==> config.mk <==
export PLATFORM = sky130hd
export DESIGN_NAME = fp_gt_arbiter_flat
export DESIGN_NICKNAME = d
export VERILOG_FILES = /design/src/rtl/fp_gt_arbiter_if.sv /design/src/rtl/fp_gt_arbiter.sv /design/src/flat_wrapper.sv
export SDC_FILE = /design/constraint.sdc
export NUM_CORES = 1
export LEC_CHECK = 0
export CAP_MARGIN = 20
export CELL_PAD_IN_SITES_DETAIL_PLACEMENT = 1
export CELL_PAD_IN_SITES_GLOBAL_PLACEMENT = 1
export CORE_ASPECT_RATIO = 2
export CORE_UTILIZATION = 26
export DETAILED_ROUTE_END_ITERATION = 10
export PLACE_DENSITY = 0.8
export SETUP_SLACK_MARGIN = 0.1
export SLEW_MARGIN = 20
export SYNTH_ARGS = -nofsm -noshare
export SYNTH_HDL_FRONTEND = slang
export SYNTH_HIERARCHICAL = 1
export SYNTH_SLANG_ARGS = --single-unit
==> constraint.sdc <==
create_clock -name clk -period 2.2 [get_ports clk]
set_clock_uncertainty 0.1 [all_clocks]
set_input_delay 0.33 -clock clk [delete_from_list [all_inputs] [get_ports clk]]
set_output_delay 0.33 -clock clk [all_outputs]
set_load 0.005 [all_outputs]
==> src/rtl/fp_gt_arbiter_if.sv <==
// Request/response bundle between NUM_REQ requesters, the shared fp_gt arbiter
// and the response consumer.
interface fp_gt_arbiter_if #(
   parameter int NUM_REQ = 4,
   parameter int WIDTH   = 32
);
   logic [NUM_REQ-1:0]       req;
   logic [NUM_REQ*WIDTH-1:0] f1_bus;
   logic [NUM_REQ*WIDTH-1:0] f2_bus;
   logic [NUM_REQ-1:0]       gnt;
   logic                     rsp_valid;
   logic                     rsp_ready;
   logic                     rsp_result;
   logic [1:0]               rsp_id;
   logic                     busy;

   modport master (
      output req, f1_bus, f2_bus, rsp_ready,
      input  gnt, rsp_valid, rsp_result, rsp_id, busy
   );

   modport slave (
      input  req, f1_bus, f2_bus, rsp_ready,
      output gnt, rsp_valid, rsp_result, rsp_id, busy
   );
endinterface

==> src/rtl/fp_gt_arbiter.sv <==
// Round-robin arbiter sharing one IEEE-754 single-precision greater-than
// comparator between NUM_REQ requesters, with a held response register.

module fp_gt #(
   parameter int WIDTH = 32
) (
   input  logic [WIDTH-1:0] i_a,
   input  logic [WIDTH-1:0] i_b,
   output logic             o_gt
);
   logic w_a_nan;
   logic w_b_nan;
   logic w_both_zero;

   assign w_a_nan     = (i_a[30:23] == 8'hFF) && (i_a[22:0] != 23'd0);
   assign w_b_nan     = (i_b[30:23] == 8'hFF) && (i_b[22:0] != 23'd0);
   assign w_both_zero = (i_a[30:0] == 31'd0) && (i_b[30:0] == 31'd0);

   // NaN is unordered and +0 equals -0, so neither is ever "greater"
   always_comb begin
      o_gt = 1'b0;
      if (!w_a_nan && !w_b_nan && !w_both_zero) begin
         case ({i_a[31], i_b[31]})
            2'b00:   o_gt = (i_a[30:0] > i_b[30:0]);
            2'b01:   o_gt = 1'b1;
            2'b10:   o_gt = 1'b0;
            default: o_gt = (i_a[30:0] < i_b[30:0]);
         endcase
      end
   end
endmodule

// state | meaning
// ARB   | idle / arbitrate; grant when a request is pending and the response slot is free
// CMP   | one cycle: gnt high, compare latched operands, write the response register
module fp_gt_arbiter #(
   parameter int NUM_REQ = 4,
   parameter int WIDTH   = 32
) (
   input logic            clk,
   input logic            rst_n,
   fp_gt_arbiter_if.slave bus
);
   localparam int IDW = $clog2(NUM_REQ);

   typedef enum logic {ARB = 1'b0, CMP = 1'b1} state_t;

   state_t             r_state;
   state_t             w_state_nxt;
   logic [IDW-1:0]     r_last;
   logic [IDW-1:0]     r_id;
   logic [IDW-1:0]     r_rsp_id;
   logic [WIDTH-1:0]   r_f1;
   logic [WIDTH-1:0]   r_f2;
   logic [NUM_REQ-1:0] r_gnt;
   logic               r_rsp_valid;
   logic               r_rsp_result;
   logic [IDW-1:0]     w_win;
   logic [IDW-1:0]     w_cand;
   logic               w_found;
   logic               w_fire;
   logic               w_gt;
   logic [WIDTH-1:0]   w_f1_sel;
   logic [WIDTH-1:0]   w_f2_sel;

   // Search starts one past the last grant and wraps through the index space
   always_comb begin
      w_win   = '0;
      w_cand  = '0;
      w_found = 1'b0;
      for (int k = 1; k <= NUM_REQ; k++) begin
         w_cand = r_last + IDW'(k);
         if (!w_found && bus.req[w_cand]) begin
            w_win   = w_cand;
            w_found = 1'b1;
         end
      end
   end

   always_comb begin
      w_f1_sel = '0;
      w_f2_sel = '0;
      for (int i = 0; i < NUM_REQ; i++) begin
         if (w_win == IDW'(i)) begin
            w_f1_sel = bus.f1_bus[i*WIDTH +: WIDTH];
            w_f2_sel = bus.f2_bus[i*WIDTH +: WIDTH];
         end
      end
   end

   always_comb begin
      w_state_nxt = r_state;
      w_fire      = 1'b0;
      case (r_state)
         ARB: begin
            if (w_found && (!r_rsp_valid || bus.rsp_ready)) begin
               w_fire      = 1'b1;
               w_state_nxt = CMP;
            end
         end
         CMP:     w_state_nxt = ARB;
         default: w_state_nxt = ARB;
      endcase
   end

   always_ff @(posedge clk or negedge rst_n) begin
      if (!rst_n) r_state <= ARB;
      else        r_state <= w_state_nxt;
   end

   always_ff @(posedge clk or negedge rst_n) begin
      if (!rst_n) begin
         r_last       <= IDW'(NUM_REQ - 1);
         r_id         <= '0;
         r_f1         <= '0;
         r_f2         <= '0;
         r_gnt        <= '0;
         r_rsp_valid  <= 1'b0;
         r_rsp_result <= 1'b0;
         r_rsp_id     <= '0;
      end else begin
         r_gnt <= '0;
         if (w_fire) begin
            r_f1   <= w_f1_sel;
            r_f2   <= w_f2_sel;
            r_id   <= w_win;
            r_last <= w_win;
            r_gnt  <= NUM_REQ'(1) << w_win;
         end
         if (r_state == CMP) begin
            r_rsp_valid  <= 1'b1;
            r_rsp_result <= w_gt;
            r_rsp_id     <= r_id;
         end else if (r_rsp_valid && bus.rsp_ready) begin
            r_rsp_valid <= 1'b0;
         end
      end
   end

   fp_gt #(.WIDTH(WIDTH)) u_fp_gt (
      .i_a  (r_f1),
      .i_b  (r_f2),
      .o_gt (w_gt)
   );

   assign bus.gnt        = r_gnt;
   assign bus.rsp_valid  = r_rsp_valid;
   assign bus.rsp_result = r_rsp_result;
   assign bus.rsp_id     = r_rsp_id;
   assign bus.busy       = (r_state != ARB) || r_rsp_valid;
endmodule

==> src/flat_wrapper.sv <==
// flat-port wrapper written by rule: the top's interface ports become plain ports
module fp_gt_arbiter_flat 
#(
   parameter int NUM_REQ = 4,
   parameter int WIDTH   = 32
)
  (clk, rst_n, bus_req, bus_f1_bus, bus_f2_bus, bus_rsp_ready, bus_gnt, bus_rsp_valid, bus_rsp_result, bus_rsp_id, bus_busy);
  fp_gt_arbiter_if #(.NUM_REQ(NUM_REQ), .WIDTH(WIDTH)) bus_i ();
  input logic clk;
  input logic rst_n;
  input wire logic [$bits(bus_i.req)-1:0] bus_req;
  input wire logic [$bits(bus_i.f1_bus)-1:0] bus_f1_bus;
  input wire logic [$bits(bus_i.f2_bus)-1:0] bus_f2_bus;
  input wire logic [$bits(bus_i.rsp_ready)-1:0] bus_rsp_ready;
  output wire logic [$bits(bus_i.gnt)-1:0] bus_gnt;
  output wire logic [$bits(bus_i.rsp_valid)-1:0] bus_rsp_valid;
  output wire logic [$bits(bus_i.rsp_result)-1:0] bus_rsp_result;
  output wire logic [$bits(bus_i.rsp_id)-1:0] bus_rsp_id;
  output wire logic [$bits(bus_i.busy)-1:0] bus_busy;
  assign bus_i.req = bus_req;
  assign bus_i.f1_bus = bus_f1_bus;
  assign bus_i.f2_bus = bus_f2_bus;
  assign bus_i.rsp_ready = bus_rsp_ready;
  assign bus_gnt = bus_i.gnt;
  assign bus_rsp_valid = bus_i.rsp_valid;
  assign bus_rsp_result = bus_i.rsp_result;
  assign bus_rsp_id = bus_i.rsp_id;
  assign bus_busy = bus_i.busy;
  fp_gt_arbiter #(.NUM_REQ(NUM_REQ), .WIDTH(WIDTH)) u_core (.clk(clk), .rst_n(rst_n), .bus(bus_i));
endmodule
==> impl_metrics.csv <==
group,metric,value,unit
status,status,"complete, but fails checks",
status,failed_checks,"setup timing",
synth,netlist.area_leader.share,35.11,%
route,post-route-drc-count,0,
global_route,grt_usage,25.69,%
pwr,p_seq_share,24.1,%
worst_setup_path,slowest_stage,"dfrtp_1",
worst_setup_path,crit_path_start_kind,"flip-flop",
pwr,pwr-share-clk,12.2,%
global_route,antenna_found_initial,4,
synth,syn-cell-area,0.005345,mm^2
timing,max_slew_margin,68.31,%
run,drv_cap,0,
hold_path,min_to,"u_core/r_id[1]",
timing,layout_setup_ws,-0.01935,ns
pwr,max-vdd-ir-drop,0.6383,mV
worst_setup_path,critPathRequiredTime,2.39,ns
floorplan,dieArea,0.02117,mm^2
worst_setup_path,r2r_end,"u_core/bus.rsp_result",
worst_setup_path,rr_worst_depth,8,
global_route,grt_pass1_vias,7368,
clock_network,clkLatencyLatePin,0.35,ns
timing,fin_setup_tns,-0.01935,ns
worst_setup_path,cp.arrival,2.41,ns
route,wl,27220,um
route,avgViaCountPerCell,5.285,
route,ant_nets,0,
timing,final_hold_viol_count,0,
floorplan,ios,272,
clock_network,cts_sinks,77,
route,vias,6522,
synth,yosysMostFrequentCell,"nand2_1",
pwr,power_frac_comb,63.6,%
placement,post_dp_cell_area,0.008937,mm^2
placement,dp_hpwl,21290,um
timing,rsz0062_at_grt,"yes",
cells_and_area,area_delta_synth_final,81.30,%
worst_setup_path,regToRegSetupSlack,-0.02,ns
timing,fin_crit,2.219,ns
synth,synth-edff-count,0,
pwr,powerDensity,1277,mW/mm^2
clock_network,clk_pin_slew,0.06,ns
cells_and_area,fin_nets,1257,
route,wl_per_cell,22.06,um
global_route,grt_pass1_wl,39850,um
synth,synthCells,624,
timing,worst_pin_slew,0.4754,ns
clock_network,ctsLongestPathBuffers,2,
timing,drv_slew,0,
timing,period_share,100.9,%
synth,ys_seq_area_share,36.10,%
floorplan,die_h,204.8,um
cells_and_area,post-route-util,48.45,%
placement,numPortBuffers,271,
synth,synth_nets,918,
synth,synthDistinctLibCells,44,
clock_network,cts_tree,"done",
cells_and_area,final_cell_area,0.009691,mm^2
clock_network,root_buffer,"clkbuf_16",
synth,avgSynthCellArea,8.566,um^2
pwr,p_leak,4.051,nW
floorplan,die_w,103.4,um
clock_network,htreeDepth,3,
worst_setup_path,critPathCaptureType,"flip-flop",
synth,synthTopCellsByArea,"dfrtp_1, nand2_1, ha_1, a32oi_1, o221ai_1",
worst_setup_path,critPathMaxStageDelay,0.40,ns
pwr,design_power_total,12.37,mW
synth,synth_seq_cells,77,
timing,clock.fmax,0.4506,GHz
synth,ys_top_cells_by_count,"nand2_1, dfrtp_1, a32oi_1, o221ai_1, inv_1",
worst_setup_path,r2r_start,"u_core/r_f2[19]",
pwr,sw_frac_of_total,44.22,%
clock_network,numCtsBuffers,9,
floorplan,placementRows,73,
pwr,power.switching,5.472,mW
worst_setup_path,cp_cell_sequence,"buf_4 > nor4_2 > nand4_1 > o21ai_1 > o311a_1 > nand3_1 > mux2i_1 > mux2_2",
global_route,grt_max_degree,78,
synth,synthFlopType,"dfrtp_1",
hold_path,whs_path_depth,2,
floorplan,initial_core_util,26.72,%
route,drtIter0Drc,182,
synth,ys_warn_count,6,
timing,finalSetupViolCount,1,
route,drtPass1Iterations,4,
hold_path,hold_path_class,"reg2reg",
hold_path,hp-start,"u_core/r_id[1]",
placement,place_congestion,0.8763,
synth,synth_top_area_cell,"dfrtp_1",
worst_setup_path,cp_max_fo,2,
global_route,overflow,0,
synth,synthArstFlopShare,100.0,%
floorplan,core,0.02000,mm^2
pwr,p_int,6.901,mW
worst_setup_path,criticalPathCategory,"reg2reg",
cells_and_area,drive_gt1_share,18.08,%
-- per-stage QoR --
| step | hold WS [ns] | instances | setup WS (ns) |
|---|---|---|---|
| global route | 0.4220 | 1234 | -0.1021 |
| finish | 0.3902 | 1234 | -0.01935 |
| floorplan | -0.06559 | 624 | 0.2019 |
| CTS | 0.3866 | 1226 | 0.05518 |
| global placement | 0.2880 | 1196 | -0.3028 |
| detailed placement | 0.2850 | 1196 | -0.3451 |
-- how the worst max path moves through the flow --
stage	from	slack, ns	endpoint	cells after the start
after global routing	u_core/r_f2[27]	-0.10	u_core/bus.rsp_result	9
final	u_core/r_f2[19]	-0.02	u_core/bus.rsp_result	8
after global placement	bus_req[3]	-0.30	u_core/r_f2[5]	8
after CTS	u_core/r_f1[15]	0.06	u_core/bus.rsp_result	8
after detailed placement	bus_req[1]	-0.35	u_core/r_f1[13]	7
after floorplan	u_core/r_f1[25]	0.20	u_core/bus.rsp_result	8
-- routing by layer --
| layer | GRT usage [%] | routed length, um | up-vias |
|---|---|---|---|
| met5 | 0 | 0 | - |
| met4 | 16.30 | 1650 | 0 |
| met3 | 2.559 | 931 | 80 |
| met2 | 50.02 | 15730 | 214 |
| met1 | 24.33 | 8915 | 3191 |
| li1 | - | - | 3037 |
-- area by class of cell --
| cell class | instances | area (um^2) |
|---|---|---|
| Antenna cell | 4 | 10.01 |
| Clock buffer | 10 | 239.0 |
| Clock inverter | 6 | 62.56 |
| Fill cell | 2259 | 10310 |
| Inverter | 36 | 135.1 |
| Multi-Input combinational cell | 462 | 3259 |
| Sequential cell | 77 | 1938 |
| Tap cell | 262 | 327.8 |
| Timing Repair Buffer | 377 | 3719 |
-- what timing repair did --
item                                    CTS  global route
setup buffers                            12             3
pin swaps                                13             5
hold endpoints to repair                 75             0
resized for setup                        25            21
gates cloned                              1             1
endpoints found under the setup margin   30            34
hold buffers                              1             0
-- registers in the layout, summed over array words and instances, names as in the netlist, 2 cells and up --
register / cells
u_core/bus.gnt: 4
u_core/r_id: 2
u_core/r_last: 2
u_core/r_f1: 32
u_core/bus.rsp_id: 2
u_core/r_f2: 32
-- power groups by stage --
stage               Clock [mW]  Combinational (mW)  Sequential (mW)
finish                    1.51                7.88             2.99
global route              1.59                8.53             3.04
CTS                       1.53                7.57             2.97
detailed placement           0                6.99             2.95
global placement             0                6.77             2.95
floorplan                    0                3.77             2.64
-- cell families (layout without fill, tap and decap cells) --
group                      after synthesis  in the layout  synth area share, %
and+or+nand+nor                        238            238                19.41
adders and majority gates               31             31                7.257
AOI/OAI and AO/OA                      169            169                25.23
muxes                                   24             24                4.565
buffers and inverters                   85            429                7.444
other                                    0              4                    0
DFF                                     77             77                36.10
-- critical path, delay by kind of cell (launching register included) --
| family | cells | cell delay (ns) |
|---|---|---|
| AO/OA/AOI/OAI | 2 | 0.57 |
| buffers and inverters | 1 | 0.15 |
| flip-flops | 1 | 0.40 |
| multiplexers | 2 | 0.33 |
| AND/OR/NAND/NOR | 3 | 0.62 |
-- placed cells by master (no fill, tap or decap), drive strengths merged, types with 3 or more instances in the layout --
cell / netlist / final
nand2: 153 / 153
a32oi: 44 / 44
a21oi: 15 / 15
nor4: 16 / 16
nor2: 34 / 34
o22ai: 22 / 22
clkdlybuf4s50: 0 / 266
inv: 36 / 36
dfrtp: 75 / 75
ha: 31 / 31
nand3: 4 / 4
nand4: 12 / 12
nand2b: 3 / 3
o21ai: 9 / 9
clkinvlp: 0 / 3
mux2: 3 / 3
buf: 31 / 105
a221oi: 23 / 23
nor2b: 4 / 4
clkbuf: 18 / 11
mux2i: 21 / 21
diode: 0 / 4
o221ai: 44 / 44
nor3: 4 / 4
Power figures use the tool's default switching activity.
